--- src/rtl/nonce_scheduler.sv ---
`default_nettype none
// ============================================================================
// Module      : nonce_scheduler
// Description : Sequences a bank of NUM_CORES hash cores. The 32-bit nonce
//               space is cut into chunks of 2^CHUNK_LOG2 nonces that are
//               handed round-robin to idle cores, one start per cycle. The
//               first hit stops the whole bank, latches the winning nonce and
//               raises a one-shot send request. A new block header restarts
//               the search from the supplied nonce.
// Revision    : 1.0 - initial release
// ----------------------------------------------------------------------------
// Parameters
//   NUM_CORES      number of hash cores managed (1..8)
//   CHUNK_LOG2     log2 of nonces per chunk (1..31)
// Build option
//   NONCE_SCHED_STATS_EN  defined   : chunks_done counts accepted core_done
//                                     pulses (popcount per cycle, wraps 2^32)
//                         undefined : chunks_done tied to zero, no counter
// Ports
//   clock           in   single clock, all logic on posedge
//   reset           in   synchronous, active-high
//   hdr_valid       in   1-cycle pulse: new header, restart search
//   hdr_nonce       in   first nonce of the new search (with hdr_valid)
//   core_start      out  1-cycle one-hot pulse: start core i on core_base
//   core_base       out  chunk base nonce, valid while core_start != 0
//   core_abort      out  1-cycle pulse: every core drops its work
//   core_done       in   1-cycle pulse per core: chunk finished, no hit
//   core_hit        in   1-cycle pulse per core: valid hash found
//   core_hit_nonce  in   nonce of core i at [32*i +: 32]
//   found           out  level: winning nonce held in found_nonce
//   found_nonce     out  winning nonce
//   send_req        out  1-cycle pulse, the cycle after found rises
//   exhausted       out  level: whole space issued and finished, no hit
//   busy            out  level: search in progress (DISPATCH)
//   chunks_done     out  completed-chunk count (see build option)
// ============================================================================
module nonce_scheduler #(
   parameter int NUM_CORES  = 4,
   parameter int CHUNK_LOG2 = 16
) (
   input  logic                    clock,
   input  logic                    reset,
   input  logic                    hdr_valid,
   input  logic [31:0]             hdr_nonce,
   output logic [NUM_CORES-1:0]    core_start,
   output logic [31:0]             core_base,
   output logic                    core_abort,
   input  logic [NUM_CORES-1:0]    core_done,
   input  logic [NUM_CORES-1:0]    core_hit,
   input  logic [32*NUM_CORES-1:0] core_hit_nonce,
   output logic                    found,
   output logic [31:0]             found_nonce,
   output logic                    send_req,
   output logic                    exhausted,
   output logic                    busy,
   output logic [31:0]             chunks_done
);

   // Core index width; a single-core bank still gets a 1-bit index.
   localparam int c_IDX_W  = (NUM_CORES > 1) ? $clog2(NUM_CORES) : 1;
   // One extra bit so rr + offset can be reduced modulo NUM_CORES.
   localparam int c_CAND_W = c_IDX_W + 1;
   localparam logic [32:0] c_CHUNK = 33'd1 << CHUNK_LOG2;

   localparam logic [1:0] c_IDLE      = 2'd0;
   localparam logic [1:0] c_DISPATCH  = 2'd1;
   localparam logic [1:0] c_FOUND     = 2'd2;
   localparam logic [1:0] c_EXHAUSTED = 2'd3;

   // ---------------------------------------------------------------------
   // State and datapath registers
   // ---------------------------------------------------------------------
   logic [1:0]           r_state;
   logic [1:0]           w_stateNext;
   logic [NUM_CORES-1:0] r_coreIdle;
   logic [31:0]          r_nextNonce;
   logic                 r_wrapped;
   logic [c_IDX_W-1:0]   r_rr;
   logic                 r_found;
   logic [31:0]          r_foundNonce;
   logic                 r_hitPend;
   logic                 r_sendReq;
   logic                 r_exhausted;

   // ---------------------------------------------------------------------
   // Combinational helpers
   // ---------------------------------------------------------------------
   logic                 w_inDispatch;
   logic                 w_hitAccept;
   logic                 w_exhaustNow;
   logic                 w_startEn;
   logic                 w_pickValid;
   logic [c_IDX_W-1:0]   w_pickIdx;
   logic [c_CAND_W-1:0]  w_cand;
   logic [c_CAND_W-1:0]  w_rrSum;
   logic [c_IDX_W-1:0]   w_rrNext;
   logic [31:0]          w_hitNonce;
   logic [NUM_CORES-1:0] w_doneAccept;
   logic [NUM_CORES-1:0] w_idleNext;
   logic [32:0]          w_nonceSum;

   assign w_inDispatch = (r_state == c_DISPATCH);

   // A header overrides everything else happening in the same cycle, so a
   // hit is only taken when no header arrives alongside it.
   assign w_hitAccept  = w_inDispatch & ~hdr_valid & (|core_hit);

   // Space fully handed out and every core back to idle: nothing left to do.
   assign w_exhaustNow = w_inDispatch & ~hdr_valid & ~w_hitAccept &
                         r_wrapped & (&r_coreIdle);

   // Dones only count for cores that are actually working, and are dropped
   // on header/hit cycles because the whole bank is aborted anyway.
   assign w_doneAccept = (w_inDispatch & ~hdr_valid & ~w_hitAccept) ?
                         (core_done & ~r_coreIdle) : '0;

   // The carry out of this 33-bit add marks the end of the nonce space.
   assign w_nonceSum   = {1'b0, r_nextNonce} + c_CHUNK;

   // ---------------------------------------------------------------------
   // Round-robin pick: first idle core at or after r_rr, circularly.
   // Walk the offsets from farthest to nearest so the nearest idle core is
   // the one left in w_pickIdx.
   // ---------------------------------------------------------------------
   always_comb begin
      w_pickValid = 1'b0;
      w_pickIdx   = '0;
      w_cand      = '0;
      for (int k = NUM_CORES - 1; k >= 0; k--) begin
         w_cand = {1'b0, r_rr} + c_CAND_W'(k);
         if (w_cand >= c_CAND_W'(NUM_CORES)) begin
            w_cand = w_cand - c_CAND_W'(NUM_CORES);
         end
         if (r_coreIdle[w_cand[c_IDX_W-1:0]]) begin
            w_pickValid = 1'b1;
            w_pickIdx   = w_cand[c_IDX_W-1:0];
         end
      end
   end

   // Pointer moves to the core after the one just started.
   always_comb begin
      w_rrSum = {1'b0, w_pickIdx} + c_CAND_W'(1);
      if (w_rrSum >= c_CAND_W'(NUM_CORES)) begin
         w_rrSum = w_rrSum - c_CAND_W'(NUM_CORES);
      end
      w_rrNext = w_rrSum[c_IDX_W-1:0];
   end

   // Lowest-index hitting core wins: scan downward so it is written last.
   always_comb begin
      w_hitNonce = '0;
      for (int i = NUM_CORES - 1; i >= 0; i--) begin
         if (core_hit[i]) begin
            w_hitNonce = core_hit_nonce[32*i +: 32];
         end
      end
   end

   // Idle mask update. A core started this cycle is busy even if a done for
   // it shows up in the same cycle (that done was for an idle core and is
   // already filtered out of w_doneAccept).
   always_comb begin
      if (hdr_valid || w_hitAccept) begin
         w_idleNext = '1;
      end else begin
         w_idleNext = (r_coreIdle | w_doneAccept) & ~core_start;
      end
   end

   // ---------------------------------------------------------------------
   // FSM: state register
   // ---------------------------------------------------------------------
   always_ff @(posedge clock) begin
      if (reset) begin
         r_state <= c_IDLE;
      end else begin
         r_state <= w_stateNext;
      end
   end

   // ---------------------------------------------------------------------
   // FSM: next-state logic
   // ---------------------------------------------------------------------
   always_comb begin
      w_stateNext = r_state;
      if (hdr_valid) begin
         w_stateNext = c_DISPATCH;
      end else begin
         case (r_state)
            c_DISPATCH: begin
               if (w_hitAccept) begin
                  w_stateNext = c_FOUND;
               end else if (w_exhaustNow) begin
                  w_stateNext = c_EXHAUSTED;
               end
            end
            default: w_stateNext = r_state;
         endcase
      end
   end

   // ---------------------------------------------------------------------
   // FSM: output logic (start/abort are same-cycle pulses)
   // ---------------------------------------------------------------------
   always_comb begin
      busy       = w_inDispatch;
      core_abort = ~reset & (hdr_valid | w_hitAccept);
      // Any hit line, even one from an idle core, blocks a start that cycle.
      w_startEn  = w_inDispatch & ~hdr_valid & ~(|core_hit) &
                   ~r_wrapped & w_pickValid;
      core_start = '0;
      for (int i = 0; i < NUM_CORES; i++) begin
         core_start[i] = w_startEn & (w_pickIdx == c_IDX_W'(i));
      end
      core_base = '0;
      if (w_startEn) begin
         core_base = r_nextNonce;
      end
   end

   // ---------------------------------------------------------------------
   // Datapath registers
   // ---------------------------------------------------------------------
   always_ff @(posedge clock) begin
      if (reset) begin
         r_coreIdle   <= '1;
         r_nextNonce  <= '0;
         r_wrapped    <= 1'b0;
         r_rr         <= '0;
         r_found      <= 1'b0;
         r_foundNonce <= '0;
         r_hitPend    <= 1'b0;
         r_sendReq    <= 1'b0;
         r_exhausted  <= 1'b0;
      end else begin
         r_coreIdle <= w_idleNext;
         // send_req trails the found rise by one cycle.
         r_hitPend  <= w_hitAccept;
         r_sendReq  <= r_hitPend;
         if (hdr_valid) begin
            r_nextNonce <= hdr_nonce;
            r_wrapped   <= 1'b0;
            r_rr        <= '0;
            r_found     <= 1'b0;
            r_exhausted <= 1'b0;
         end else begin
            if (w_startEn) begin
               r_nextNonce <= w_nonceSum[31:0];
               r_wrapped   <= w_nonceSum[32];
               r_rr        <= w_rrNext;
            end
            if (w_hitAccept) begin
               r_found      <= 1'b1;
               r_foundNonce <= w_hitNonce;
            end
            if (w_exhaustNow) begin
               r_exhausted <= 1'b1;
            end
         end
      end
   end

   assign found       = r_found;
   assign found_nonce = r_foundNonce;
   assign send_req    = r_sendReq;
   assign exhausted   = r_exhausted;

   // ---------------------------------------------------------------------
   // Completed-chunk statistics
   // ---------------------------------------------------------------------
`ifdef NONCE_SCHED_STATS_EN
   logic [31:0] r_chunksDone;
   logic [31:0] w_doneCount;

   always_comb begin
      w_doneCount = '0;
      for (int i = 0; i < NUM_CORES; i++) begin
         w_doneCount = w_doneCount + 32'(w_doneAccept[i]);
      end
   end

   // Not cleared by a new header; only reset clears it.
   always_ff @(posedge clock) begin
      if (reset) begin
         r_chunksDone <= '0;
      end else begin
         r_chunksDone <= r_chunksDone + w_doneCount;
      end
   end

   assign chunks_done = r_chunksDone;
`else
   assign chunks_done = 32'h0;
`endif

endmodule
`default_nettype wire

--- config.mk ---
export PLATFORM = sky130hd
export DESIGN_NAME = nonce_scheduler
export DESIGN_NICKNAME = d
export VERILOG_FILES = /design/src/rtl/nonce_scheduler.sv
export SDC_FILE = /design/constraint.sdc
export NUM_CORES = 1
export LEC_CHECK = 0
export BUFFER_PORTS_ARGS = -buffer_cell sky130_fd_sc_hd__buf_2
export CELL_PAD_IN_SITES_DETAIL_PLACEMENT = 0
export CELL_PAD_IN_SITES_GLOBAL_PLACEMENT = 1
export CORE_ASPECT_RATIO = 1.5
export CORE_MARGIN = 2
export CORE_UTILIZATION = 29
export CTS_BUF_LIST = sky130_fd_sc_hd__clkbuf_4
export DETAILED_ROUTE_END_ITERATION = 10
export HOLD_SLACK_MARGIN = 0.02
export PLACE_DENSITY = 0.88
export SYNTH_ARGS = -nofsm -noshare
export SYNTH_HDL_FRONTEND = slang
export SYNTH_SLANG_ARGS = --single-unit
export TNS_END_PERCENT = 100
--- constraint.sdc ---
create_clock -name clock -period 2.7 [get_ports clock]
set_input_delay 0.54 -clock clock [delete_from_list [all_inputs] [get_ports clock]]
set_output_delay 0.54 -clock clock [all_outputs]
set_load 0.05 [all_outputs]
==> results of run 1 <==
logic make-up (layout without fill, tap and decap cells):
kind of cell,count (synthesis),after routing,synth area share
buffers and inverters,80,287,0.101
flip-flops,77,77,0.367
multiplexers,18,18,0.0443
AND/OR/NAND/NOR,196,196,0.236
XOR/XNOR,5,5,0.0104
adder cells (fa/ha/maj),1,1,0.00297
other,1,34,0.000892
AO/OA/AOI/OAI,155,155,0.238
final timing paths:
check / startpoint / endpoint / slack, ps / cells after the start
setup / recovery: r_coreIdle[1] / core_start[2] / 70 / 5
hold / removal: hdr_nonce[10] / r_nextNonce[10] / 330 / 3
setup reg to reg: r_state[0] / r_nextNonce[26] / 470 / 7
hold reg to reg: r_hitPend / send_req / 460 / 1
what timing repair did:
item	in CTS	in global routing
endpoints found under the hold margin	0	0
pin swaps	0	1
gates cloned	0	2
gates resized for setup	34	29
setup buffers	1	1
endpoints found under the setup margin	32	35
synthesized netlist by cell type, types with 2 or more instances:
cell type,n
mux2i_1,16
buf_2,4
or4_1,3
clkbuf_1,36
a21oi_1,54
nand4_1,5
a31oi_1,7
o211ai_1,2
nand3b_1,2
o22ai_1,32
and2_1,30
dfxtp_1,77
and3_1,4
nand2_1,20
a221oi_1,30
nor3_1,39
xnor2_1,3
a211oi_1,4
nor2b_1,6
nand3_1,9
o21ai_0,13
inv_1,5
or2_2,2
buf_4,32
xor2_1,2
buf_1,3
nor2_1,65
nand2b_1,3
power by group through the flow:
stage | Combinational (mW) | Clock [mW] | Sequential [mW]
finish | 0.585 | 0.791 | 1.22
global placement | 0.580 | 0 | 1.25
CTS | 0.583 | 0.823 | 1.22
detailed placement | 0.581 | 0 | 1.25
global route | 0.633 | 0.866 | 1.23
floorplan | 0.340 | 0 | 1.31
area by class of cell:
class	count	area [sq um]	area share
multi-input combinational	407	2410	0.402
timing repair buffer	266	1610	0.269
sequential	77	1550	0.258
tap	192	240	0.0401
clock inverter	7	90.1	0.0150
clock buffer	9	67.6	0.0113
inverter	5	18.8	0.00313
antenna	2	5.00	0.000835
sequential cells by signal (all words and copies together), names as in the netlist:
signal,cells
found_nonce,32
r_nextNonce,32
r_coreIdle,4
r_rr,2
r_state,2
exhausted,1
found,1
r_hitPend,1
r_wrapped,1
send_req,1
metal layers:
metal	up-vias	global-route usage	share of wire
met5	-	0	0.00085
met4	2	0.0673	0.023
met3	20	0.0422	0.066
met2	207	0.341	0.54
met1	2180	0.213	0.37
li1	2355	-	-
cells in the final DEF, fill, tap and decap left out, drive strengths merged, types with 3 or more instances in the layout:
cell type  count
dfxtp         77
a31oi          7
xnor2          3
nand3          9
o21ai         13
inv            5
or4            3
o22ai         32
clkinv         4
conb          32
nand2         20
buf          262
mux2i         16
nor3          39
clkbuf        13
and3           4
nand4          6
nor2b          6
a21oi         55
and2          31
a211oi         4
nor2          65
nand2b         3
a221oi        30
worst min-delay path, delay by kind of cell:
family | cells | cell delay, ps
buf+inv | 1 | 70
mux | 1 | 50
simple gates | 1 | 70
==> impl_metrics.ini, run 1 <==
[worst_setup_path]
worstPathMaxFanout = 11
crit_slowest_cell = or4_4
end_kind = output port
crit_family = simple AND/OR/NAND/NOR gates
cp_cell_sequence = or4_4 -> and4_4 -> clkbuf_16 -> and3_1 -> buf_2
crit_buf_inv = 2
critPathArrivalTime_ps = 2090
crit_type = reg2out
critPathLaunchType = register
worst_path_largest_cell_delay_ps = 540
cp.required_ps = 2160

[status]
outcome = completed

[timing]
layout_min_cycle_time_ps = 2630
fin_crit_sh = 0.975
finClkSkew_ps = 12.5
setup_viol = 0
rsz0062_at_grt = true
holdWs_ps = 335
fmax_mhz = 380
slew_headroom = 0.554
finalWorstSetupSlack_ps = 67.6
final-max-slew-violation-count = 0
setup_tns_ps = 0
tightest_slew_ps = 668
finalHoldViolations = 0

[die]
dieHeight_um = 151
start_util = 0.298
die_x_um = 102
dieArea_sq_um = 15500
row_count = 53
io_pins = 276
core_area_sq_um = 14100

[synth]
synthFlopType = dfxtp_1
yosysUniqueCellTypes = 53
synth_edf_count = 0
ys_seq_area_frac = 0.367
async_flop_share = 0
synthCells = 533
ys_ff_latch = 77
yosysWarnings = 0
synth_area_leader_cell = dfxtp_1
netlist_area_sq_um = 4210
syn_avg_cell_area_sq_um = 7.89
synth_top_area_frac = 0.367
synthTopCellsByArea = dfxtp_1, a21oi_1, a221oi_1

[power_and_ir_drop]
power_frac_comb = 0.225
fin_total_pwr_mw = 2.60
seqPwrFrac = 0.470
switchingPower_uw = 838
p_per_area_nw_per_um2 = 433
pwr-share-clk = 0.305
intPower_mw = 1.76
peakVddDrop_uv = 215
p_leak_nw = 2.77
swShare = 0.323

[drt]
ant_nets = 0
via_count = 4764
drtPass1Iterations = 4
wl_per_cell_um = 15.8
drc = 0
routed_via_density = 4.94
dr.first_iter.drc_count = 200
finalWirelength_um = 15200

[cts]
clockBufferDepth = 2
hold_buffers = 0
cts.sinks = 77
h-tree-depth = 3
clock_latency_ps = 430
cts_root_buf = clkbuf_4
tritoncts = yes
clk_pin_slew_ps = 130
cts-buffers-inserted = 9

[place]
placedCellCount = 943
dp_hpwl_um = 11400
port_buffers = 243
dpl_cell_area_sq_um = 5600
place_ws_ps = 87.7
gp_congestion = 0.839

[grt]
grt_pass1_vias = 4446
overflow = 0
grt_pass1_wl_um = 22600
antenna_found_initial = 3
grt_max_degree = 65
grtUsageTotal = 0.188

[final_layout]
syn_to_final_growth_pct = 42.5
fillerInstances = 1476
instances_no_fill = 965
nets = 938
drive_above_1_share = 0.424
utilization = 0.424
design_area_sq_um = 5990

[run]
maxCapViolCount = 0

[worst_hold_path]
hold_class = in2reg
Note: power is estimated with default switching activity, not from simulation.
==> inputs of run 2 (changes only) <==
--- a/config.mk
+++ b/config.mk
@@ -6,15 +6,13 @@
 export NUM_CORES = 1
 export LEC_CHECK = 0
 export BUFFER_PORTS_ARGS = -buffer_cell sky130_fd_sc_hd__buf_2
-export CELL_PAD_IN_SITES_DETAIL_PLACEMENT = 0
-export CELL_PAD_IN_SITES_GLOBAL_PLACEMENT = 1
 export CORE_ASPECT_RATIO = 1.5
 export CORE_MARGIN = 2
-export CORE_UTILIZATION = 29
+export CORE_UTILIZATION = 30
 export CTS_BUF_LIST = sky130_fd_sc_hd__clkbuf_4
 export DETAILED_ROUTE_END_ITERATION = 10
 export HOLD_SLACK_MARGIN = 0.02
-export PLACE_DENSITY = 0.88
+export PLACE_DENSITY = 0.66
 export SYNTH_ARGS = -nofsm -noshare
 export SYNTH_HDL_FRONTEND = slang
 export SYNTH_SLANG_ARGS = --single-unit
==> run 2 against run 1 <==
Effect of this change:
- fmax shrank 0.42%
- non-clock buffer count down 6
- critical path type unchanged
- cell count fell by 3.5%
- critical path depth is the same
- design area is 4.0% lower
- sequential cell count is the same
- worst setup slack lost 11 ps
- die area fell by 3.2%
==> impl_metrics.ini, run 2 (synthesis results as in run 1) <==
[status]
outcome = completed

[die]
start_util = 0.303
core_area_sq_um = 13900
row_count = 53
dieArea_sq_um = 15000
die_x_um = 101
io_pins = 276
dieHeight_um = 149

[timing]
fin_crit_sh = 0.979
setup_viol = 0
finClkSkew_ps = 26.5
finalHoldViolations = 0
slew_headroom = 0.589
rsz0062_at_grt = true
final-max-slew-violation-count = 0
holdWs_ps = 344
finalWorstSetupSlack_ps = 56.4
fmax_mhz = 378
layout_min_cycle_time_ps = 2640
tightest_slew_ps = 616

[final_layout]
drive_above_1_share = 0.424
design_area_sq_um = 5750
layout_commonest_cell = buf_2
syn_to_final_growth_pct = 36.7
multi_input_area_sq_um = 2420
ff_latch_area_sq_um = 1540
nets = 932
final_cell_mix = buf_2, dfxtp_1, nor2_1
fillerInstances = 1438

[place]
port_buffers = 243
gp_congestion = 0.865
dp_hpwl_um = 11100
place_ws_ps = 120
dpl_cell_area_sq_um = 5510

[worst_setup_path]
crit_type = reg2out
crit_slowest_cell = or4_4
critPathLaunchType = register
crit_family = simple AND/OR/NAND/NOR gates
crit_buf_inv = 2
worstPathMaxFanout = 44
cp_cell_sequence = or4_4 -> and4_4 -> buf_12 -> and2_2 -> buf_4
cp.required_ps = 2160
critPathArrivalTime_ps = 2100
end_kind = output port
worst_path_largest_cell_delay_ps = 550

[grt]
antenna_found_initial = 1
grt_max_degree = 45
grt_pass1_wl_um = 21700
grtUsageTotal = 0.182
grt_pass1_vias = 4362
overflow = 0

[cts]
cts.sinks = 77
cts_root_buf = clkbuf_4
clk_pin_slew_ps = 140
cts-buffers-inserted = 9
clock_latency_ps = 420
tritoncts = yes
clockBufferDepth = 2
h-tree-depth = 3

[drt]
dr_wl_met3_um = 841
via_count = 4737
wl_per_cell_um = 15.4
drc = 0
dr.first_iter.drc_count = 207
wl_met1_um = 5540
ant_nets = 0
finalWirelength_um = 14300
top_layer = met4
routed_via_density = 5.09
drtPass1Iterations = 5
wl_met2_um = 7570

[power_and_ir_drop]
power_frac_comb = 0.238
switchingPower_uw = 835
pwr-share-clk = 0.260
intPower_mw = 1.59
peakVddDrop_uv = 204
seqPwrFrac = 0.503
fin_total_pwr_mw = 2.43
swShare = 0.344
p_per_area_nw_per_um2 = 423
p_leak_nw = 2.70

[worst_hold_path]
hold_class = in2reg

[run]
maxCapViolCount = 0
[run 2: final timing paths]
| path | start | end | slack, ps | cells past startpoint |
|---|---|---|---|---|
| max reg2reg | r_state[1] | r_nextNonce[26] | 560 | 6 |
| max | r_coreIdle[1] | core_base[9] | 60 | 5 |
| min reg2reg | r_hitPend | send_req | 440 | 1 |
| min | hdr_nonce[13] | r_nextNonce[13] | 340 | 3 |
[run 2: worst reg2reg max path, delay by kind of cell (launching register included)]
kind / cells / cell delay (ps)
and+or+nand+nor: 3 / 1050
DFF: 1 / 360
muxes: 1 / 310
buffers and inverters: 1 / 240
AOI/OAI and AO/OA: 1 / 120
[run 2: layout make-up]
cell class                 count  share of cell area
antenna                        1            0.000435
clock buffer                  11              0.0144
clock inverter                 5             0.00653
inverter                       5             0.00326
multi-input combinational    407               0.421
sequential                    77               0.269
tap                          165              0.0359
timing repair buffer         260               0.250
[run 2: timing repair]
| action | CTS | global route |
|---|---|---|
| resized for setup | 33 | 8 |
| setup endpoints to repair | 32 | 31 |
| hold buffers | 0 | 0 |
| buffers inserted | 0 | 1 |
| pin swaps | 0 | 1 |
[run 2: per-stage QoR]
stage	TNS, ps	utilization	instances
finish	0	0.415	931
global route	-344	0.415	931
CTS	0	0.412	929
detailed placement	0	0.398	913
global placement	0	0.398	913
floorplan	-225	-	564
[run 2: layer usage]
layer,GRT usage,vias up
li1,-,2339
met1,0.206,2149
met2,0.333,219
met3,0.0328,30
met4,0.0726,0
met5,0,-
[run 2: power groups by stage]
stage               combinational, mW  clock, mW  sequential [mW]
floorplan                       0.340          0             1.31
global placement                0.573          0             1.25
detailed placement              0.575          0             1.25
CTS                             0.577      0.659             1.22
global route                    0.624      0.698             1.23
finish                          0.578      0.631             1.22
